$ cat config.mk
export PLATFORM = sky130hd
export DESIGN_NAME = grayscale_stream
export DESIGN_NICKNAME = d
export VERILOG_FILES = /design/src/rtl/grayscale_stream.sv
export SDC_FILE = /design/constraint.sdc
export NUM_CORES = 2
export LEC_CHECK = 0
export CAP_MARGIN = 20
export CORE_ASPECT_RATIO = 0.75
export CORE_MARGIN = 5
export CORE_UTILIZATION = 46
export CTS_CLUSTER_SIZE = 28
export DETAILED_ROUTE_END_ITERATION = 10
export GPL_TIMING_DRIVEN = 1
export HOLD_SLACK_MARGIN = 0.1
export PLACE_DENSITY = 0.73
export SETUP_SLACK_MARGIN = 0.5
export SYNTH_ARGS = -nofsm -noshare
export SYNTH_HDL_FRONTEND = slang
export SYNTH_HIERARCHICAL = 1
export SYNTH_SLANG_ARGS = --single-unit
$ cat constraint.sdc
create_clock -name clock -period 7.91 [get_ports clock]
set_input_delay 0.791 -clock clock [delete_from_list [all_inputs] [get_ports clock]]
set_output_delay 0.791 -clock clock [all_outputs]
set_load 0.005 [all_outputs]
$ cat src/rtl/grayscale_stream.sv
// RGB-to-grayscale streaming block: show-ahead input/output FIFOs, a two-stage
// converter (channel average or BT.601 luma) and a free-running frame pixel counter.

module grayscale_stream_fifo #(
  parameter int unsigned DW    = 8,
  parameter int unsigned DEPTH = 32
) (
  input  logic          clk_i,
  input  logic          rst_ni,
  input  logic          wr_en_i,
  input  logic [DW-1:0] din_i,
  input  logic          rd_en_i,
  output logic [DW-1:0] dout_o,
  output logic          full_o,
  output logic          empty_o
);
  localparam int unsigned AW = $clog2(DEPTH);
  localparam logic [AW:0] FULL_CNT = DEPTH[AW:0];

  logic [DW-1:0] mem_q [DEPTH];
  logic [AW-1:0] wr_ptr_q, rd_ptr_q;
  logic [AW:0]   count_q, count_d;
  logic          wr_ok, rd_ok;

  assign full_o  = (count_q == FULL_CNT);
  assign empty_o = (count_q == '0);
  assign wr_ok   = wr_en_i && !full_o;
  assign rd_ok   = rd_en_i && !empty_o;
  // Head entry is presented combinationally; forced to zero while empty.
  assign dout_o  = empty_o ? '0 : mem_q[rd_ptr_q];

  always_comb begin
    count_d = count_q;
    if (wr_ok && !rd_ok) begin
      count_d = count_q + (AW+1)'(1);
    end else if (rd_ok && !wr_ok) begin
      count_d = count_q - (AW+1)'(1);
    end
  end

  always_ff @(posedge clk_i) begin
    if (wr_ok) begin
      mem_q[wr_ptr_q] <= din_i;
    end
  end

  always_ff @(posedge clk_i or negedge rst_ni) begin
    if (!rst_ni) begin
      wr_ptr_q <= '0;
      rd_ptr_q <= '0;
      count_q  <= '0;
    end else begin
      if (wr_ok) begin
        wr_ptr_q <= wr_ptr_q + AW'(1);
      end
      if (rd_ok) begin
        rd_ptr_q <= rd_ptr_q + AW'(1);
      end
      count_q <= count_d;
    end
  end
endmodule

module grayscale_stream #(
  parameter int unsigned WIDTH      = 720,
  parameter int unsigned HEIGHT     = 540,
  parameter int unsigned CH_W       = 8,
  parameter int unsigned FIFO_DEPTH = 32
) (
  input  logic              clock,
  input  logic              reset,
  output logic              in_full,
  input  logic              in_wr_en,
  input  logic [3*CH_W-1:0] in_din,
  input  logic              mode,
  output logic              out_empty,
  input  logic              out_rd_en,
  output logic [CH_W-1:0]   out_dout,
  output logic              frame_done
);
  localparam int unsigned AW      = $clog2(FIFO_DEPTH);
  localparam int unsigned SW      = CH_W + 9;
  localparam int unsigned NPIX    = WIDTH * HEIGHT;
  localparam int unsigned CW      = (NPIX > 1) ? $clog2(NPIX) : 1;
  localparam logic [CW-1:0] LAST_PIX = CW'(NPIX - 1);
  localparam logic [AW:0]   CREDITS  = FIFO_DEPTH[AW:0];
  // floor(x/3) == (x*349526)>>20 exactly for x < 2^19; 3*(2^16-1) stays below that.
  localparam int unsigned   DIV3_SH  = 20;
  localparam logic [18:0]   DIV3_K   = 19'd349526;

  logic [3*CH_W-1:0] in_dout;
  logic              in_empty;
  logic              pop;
  logic              out_rd_ok;
  logic              eff_mode;
  logic [CH_W-1:0]   px_r, px_g, px_b;
  logic [SW-1:0]     avg_sum, luma_sum;
  logic [CH_W-1:0]   avg_y, s2_y_d;

  logic              s1_v_q, s1_mode_q, s2_v_q;
  logic [SW-1:0]     s1_sum_q;
  logic [CH_W-1:0]   s2_y_q;
  logic [AW:0]       used_q, used_d;
  logic [CW-1:0]     issue_q, frame_q;
  logic              mode_q, frame_done_q;

  grayscale_stream_fifo #(
    .DW    (3*CH_W),
    .DEPTH (FIFO_DEPTH)
  ) u_in_fifo (
    .clk_i   (clock),
    .rst_ni  (reset),
    .wr_en_i (in_wr_en),
    .din_i   (in_din),
    .rd_en_i (pop),
    .dout_o  (in_dout),
    .full_o  (in_full),
    .empty_o (in_empty)
  );

  // Credits cover out FIFO occupancy plus pixels in flight, so S2 never finds it full.
  grayscale_stream_fifo #(
    .DW    (CH_W),
    .DEPTH (FIFO_DEPTH)
  ) u_out_fifo (
    .clk_i   (clock),
    .rst_ni  (reset),
    .wr_en_i (s2_v_q),
    .din_i   (s2_y_q),
    .rd_en_i (out_rd_en),
    .dout_o  (out_dout),
    .full_o  (),
    .empty_o (out_empty)
  );

  assign frame_done = frame_done_q;
  assign out_rd_ok  = out_rd_en && !out_empty;
  assign pop        = !in_empty && (used_q < CREDITS);
  assign eff_mode   = (issue_q == '0) ? mode : mode_q;

  assign px_r = in_dout[3*CH_W-1:2*CH_W];
  assign px_g = in_dout[2*CH_W-1:CH_W];
  assign px_b = in_dout[CH_W-1:0];

  assign avg_sum  = SW'(px_r) + SW'(px_g) + SW'(px_b);
  assign luma_sum = SW'(px_r) * SW'(77) + SW'(px_g) * SW'(150) + SW'(px_b) * SW'(29);

  assign avg_y  = CH_W'(({19'b0, s1_sum_q} * {{SW{1'b0}}, DIV3_K}) >> DIV3_SH);
  assign s2_y_d = s1_mode_q ? CH_W'(s1_sum_q >> 8) : avg_y;

  always_comb begin
    used_d = used_q;
    if (pop && !out_rd_ok) begin
      used_d = used_q + (AW+1)'(1);
    end else if (!pop && out_rd_ok) begin
      used_d = used_q - (AW+1)'(1);
    end
  end

  always_ff @(posedge clock or negedge reset) begin
    if (!reset) begin
      s1_v_q       <= 1'b0;
      s1_mode_q    <= 1'b0;
      s1_sum_q     <= '0;
      s2_v_q       <= 1'b0;
      s2_y_q       <= '0;
      used_q       <= '0;
      issue_q      <= '0;
      frame_q      <= '0;
      mode_q       <= 1'b0;
      frame_done_q <= 1'b0;
    end else begin
      used_q <= used_d;
      s1_v_q <= pop;
      if (pop) begin
        s1_sum_q  <= eff_mode ? luma_sum : avg_sum;
        s1_mode_q <= eff_mode;
        mode_q    <= eff_mode;
        issue_q   <= (issue_q == LAST_PIX) ? '0 : issue_q + CW'(1);
      end
      s2_v_q <= s1_v_q;
      if (s1_v_q) begin
        s2_y_q <= s2_y_d;
      end
      frame_done_q <= s2_v_q && (frame_q == LAST_PIX);
      if (s2_v_q) begin
        frame_q <= (frame_q == LAST_PIX) ? '0 : frame_q + CW'(1);
      end
    end
  end
endmodule

Word-level counts from Yosys, hierarchy flattened
Memories as Yosys holds them, arrays and structs flattened.
Cells that the tools add are included.
- flip-flop bits (word level): 105
- RAM bits: 1024
- input bits: 29
- word-level logic and storage cells: 86
- memories kept: 2
- memories (name ; words ; width ; rd ports ; clocked after memory_dff ; wr ports ; line ; RTL):
    u_in_fifo.mem_q ; 32 ; 24 ; 1 ; 0 ; 1 ; 20 ; logic [DW-1:0] mem_q [DEPTH];
    u_out_fifo.mem_q ; 32 ; 8 ; 1 ; 0 ; 1 ; 20 ;
- reductions and logical operators: 27
- eq/ne operators: 4
- $mul: 4
- $add $sub $neg: 16
- muxes and demuxes: 17
- order comparisons: 1
- operators with widths (cell ; number):
    $add 19x1->19 const B ; 2
    $eq 19x19->1 const B ; 2
    $mux 19 ; 2
    $mux 6 ; 6
    $mul 8x7->15 const B ; 2
    $mul 17x18->27 const B ; 1
    $mux 24 ; 1
    $add 5x1->5 const B ; 4
    $logic_not 19->1 ; 1
    $add 6x1->6 const B ; 3
    $sub 6x1->6 const B ; 3
    $add 15x16->17 ; 1
    $add 17x13->17 ; 1
    $mux 17 ; 1
    $mux 8 ; 2
    $mul 8x5->13 const B ; 1
    $eq 6x6->1 const B ; 2
    $logic_and 1x1->1 ; 12
    $logic_not 6->1 ; 2
    $add 9x8->10 ; 1
    $add 8x8->9 ; 1
    $logic_not 1->1 ; 9
    $lt 6x6->1 const B ; 1
    $reduce_bool 2->1 ; 3
    $mux 1 ; 5

Logic depth before layout (Yosys ltp)
- word-level depth: 7
- mapped depth: 34

Hierarchy
Netlist, hierarchy kept.
- by module, submodules not included (module ; sequential area each (um^2) ; area an instance (um^2) ; instances ; cells each):
    grayscale_stream_fifo (u_in_fifo) ; 23462.5 ; 30307.8 ; 1 ; 1390
    grayscale_stream_fifo (u_out_fifo) ; 8087.8 ; 10995.5 ; 1 ; 560
    grayscale_stream ; 1826.8 ; 10595.2 ; 1 ; 1072

Least setup slack after synthesis
Ideal clock, no wire load.
- kind: flip-flop to flip-flop
- start: register u_in_fifo.rd_ptr_q[0]
- end: register s1_sum_q[16]
- arrival: 7434 ps
- data required time: 7774 ps
- cell stages (with the launch flop): 31
- setup slack: 339 ps
- clock period less this slack: 7571 ps
- buffers on the path: 5
- path through: dfrtp_1 -> buf_6 -> buf_8 -> buf_8 -> buf_6 -> buf_6 -> mux2i_1 -> o221ai_1 -> a21oi_1 -> a211oi_1 -> ha_1 -> ha_1 -> inv_1 -> fa_1 -> fa_1 -> inv_1 -> ha_1 -> xnor2_1 -> fa_1 -> fa_1 -> inv_1 -> fa_1 -> fa_1 -> inv_1 -> ha_1 -> a21oi_1 -> o21ai_0 -> nand4_1 -> nand3b_1 -> a2111oi_0 -> o21ai_0
- longest elaborated chain between the ends: 6
- elaborated cells between the ends (all ways): 8
- those cells by class: add/sub: 2; mul: 3; mux: 2; memory: 1
- ends and longest elaborated chain (element ; line ; RTL):
    start, declared ; 21 ; logic [AW-1:0] wr_ptr_q, rd_ptr_q;
    start signal, assigned ; 57 ; rd_ptr_q <= rd_ptr_q + AW'(1);
    $mem_v2 32x24 ; -- ;
    $mux 24 ; 30 ; assign dout_o = empty_o ? '0 : mem_q[rd_ptr_q];
    via in_dout[12] ; 91 ; logic [3*CH_W-1:0] in_dout;
    $mul 8x7->15 ; 146 ; assign luma_sum = SW'(px_r) * SW'(77) + SW'(px_g) * SW'(150) + SW'(px_b) * SW'(29);
    $add 15x16->17 ; 146 ;
    $add 17x13->17 ; 146 ;
    $mux 17 ; 176 ; s1_sum_q <= eff_mode ? luma_sum : avg_sum;
    end signal, assigned ; 176 ;
    end, declared ; 101 ; logic [SW-1:0] s1_sum_q;
The timed path passes the listed nets, and every way through them passes these cells.
A chain may end at the register's enable or synchronous reset.

Worst setup path in the final report
- start: register u_in_fifo.rd_ptr_q[0]
- end: register s1_sum_q[15]
Same word-level chain as after synthesis.

==> impl_metrics.yaml <==
timing:
  tightest_slew_ns: 1.16
  max_clock_freq_mhz: 137
  drv_slew: 0
  clock_skew_ns: 0.0524
  finalHoldViolations: 0
  rsz0062_at_grt: "true"
  period_minus_slack_ns: 7.28
  worst_slack_ns: 0.631
  relSlewSlack: 0.223
  whs_ns: 0.457
  setup_violations: 0
  finalCritPeriodShare: 0.920
cells_and_area:
  instances_no_fill: 4816
  final_nets: 3602
  nFillCells: 8733
  drive_above_1_share: 0.200
  final_cell_area_mm2: 0.0593
  syn_to_final_growth_pct: 14.3
route:
  ant_nets: 0
  avgRoutedWirePerCell_um: 24.4
  drt_iter0_markers: 2943
  dr.pass1.iters: 6
  routed_wl_mm: 117
  vias: 28000
  drt-vias-per-instance: 5.81
  drcViolationCount: 0
worst_setup_path:
  critPathLaunchType: "flip-flop"
  critPathMaxStageDelay_ns: 0.54
  critical-path-slowest-cell: "fa_2"
  crit_type: "reg2reg"
  worst-path-max-fanout: 6
  endpoint_kind: "flip-flop"
  r2r_slack_ns: 0.63
  crit_required_ns: 8.48
  crit_arrival_ns: 7.85
  critPathMostFrequentCell: "fa_1"
global_route:
  grt_pass1_vias: 27700
  grt_pass1_wl_mm: 175
  grt_use_total: 0.194
  grt_max_degree: 64
  grt_remaining_overflow: 0
  grt_antenna_before_repair: 5
synth:
  syn_avg_cell_area_um2: 17.2
  syn_inst: 3021
  synth_area_mm2: 0.0519
  synth_warnings: 6
  syn_nets: 3405
placement:
  dp_slack_ns: -0.0862
  placed_area_mm2: 0.0547
  dp_cells: 4578
  numPortBuffers: 39
  hpwl_mm: 74.3
  gp_congestion: 0.838
clock_network:
  clkSlewWorstSetupHoldPaths_ns: 0.07
  clock_path_buffers: 3
  htree_num_levels: 3
  cts_root_buf: "clkbuf_16"
  clk_latency_ns: 0.71
  clock-sinks: 1129
  numCtsBuffers: 102
  cts_tree: "done"
outcome:
  status: "completed"
floorplan:
  core_mm2: 0.112
  placementRows: 106
  die_height_um: 301
  io_pins: 40
  fp.dieW_um: 398
  die-area_mm2: 0.120
  initial_core_util: 0.465
flow_run:
  drv_cap: 0
hold_path:
  hp-class: "reg2reg"
## worst paths after layout
| kind | startpoint | to | depth (start not counted) |
|---|---|---|---|
| max in group asynchronous | reset | u_in_fifo/rd_ptr_q[0] | 3 |
| hold / removal | used_q[5] | used_q[5] | 1 |
| hold reg to reg | used_q[5] | used_q[5] | 1 |
| min in group asynchronous | reset | frame_q[18] | 2 |
| setup / recovery | u_in_fifo/rd_ptr_q[0] | s1_sum_q[15] | 29 |
| setup reg to reg | u_in_fifo/rd_ptr_q[0] | s1_sum_q[15] | 29 |
## cell type report
| class | instances | area, um2 | area share |
|---|---|---|---|
| diodes | 3 | 7.51 | 0.000127 |
| clock buffers | 130 | 2710 | 0.0457 |
| clock inverters | 57 | 562 | 0.00947 |
| inverters | 243 | 912 | 0.0154 |
| multi-input cells | 1527 | 17500 | 0.295 |
| flip-flops and latches | 1129 | 33400 | 0.563 |
| well taps | 1512 | 1890 | 0.0319 |
| repair buffers | 215 | 2320 | 0.0391 |
## repair_timing
item,CTS,global route
gates cloned,0,3
hold buffers,1,0
gates resized for setup,36,57
pin swaps,25,49
endpoints found under the setup margin,9,9
endpoints found under the hold margin,39,0
buffers inserted,9,14
## placed cells by master (no fill, tap or decap), types with 15 or more instances in the layout
| cell | instances |
|---|---|
| a21oi_1 | 61 |
| nor2_1 | 84 |
| mux2i_1 | 135 |
| nor2_2 | 25 |
| a22o_1 | 43 |
| clkdlybuf4s50_1 | 38 |
| ha_1 | 199 |
| inv_1 | 236 |
| fa_1 | 140 |
| dfrtp_1 | 99 |
| nor3_1 | 22 |
| mux4_2 | 178 |
| mux4_1 | 15 |
| a211oi_1 | 26 |
| clkbuf_16 | 110 |
| a22oi_1 | 20 |
| a21o_1 | 18 |
| xor2_1 | 33 |
| o221ai_1 | 40 |
| clkinv_2 | 24 |
| o21ai_0 | 46 |
| xnor2_1 | 58 |
| nand2_1 | 80 |
| edfxtp_1 | 1024 |
| buf_4 | 128 |
| o22ai_1 | 25 |
| nand3_1 | 25 |
| clkbuf_1 | 24 |
| nand4_1 | 19 |
| a211oi_2 | 17 |
## worst max-delay path, delay by kind of cell, from the launching register on
family          cells  cell delay, ns
fa+ha+maj           9            3.17
compound gates     10            2.01
buf+inv             5            0.59
mux                 1            0.50
flops               1            0.46
xor+xnor            2            0.27
simple gates        2            0.12
## flip-flops by register name, summed over array words and instances, names as in the netlist
signal               flops
s1_v_q                   1
u_in_fifo/mem_q        768
frame_done               1
u_out_fifo/count_q       6
used_q                   6
u_out_fifo/rd_ptr_q      5
s2_y_q                   8
u_in_fifo/rd_ptr_q       5
s1_sum_q                17
s2_v_q                   1
u_out_fifo/wr_ptr_q      5
u_out_fifo/mem_q       256
frame_q                 19
issue_q                 19
u_in_fifo/count_q        6
s1_mode_q                1
u_in_fifo/wr_ptr_q       5
## through the flow
step | utilization | setup TNS (ns)
final | 0.531 | 0
after global routing | 0.531 | 0
after global placement | 0.490 | -0.00351
after detailed placement | 0.490 | -0.138
after floorplan | - | 0
after CTS | 0.522 | 0
## metal layers
metal  global-route usage  up-vias  share of wire
met5                    0        -        0.00018
met4               0.0426        4          0.020
met3               0.0430      161          0.095
met2                0.288     1238           0.45
met1                0.296    14400           0.44
li1                     -    12100              -
Power is left out: the tool's default activity adds up to more than one toggle a clock period on the data nets, which glitch-free logic cannot reach.
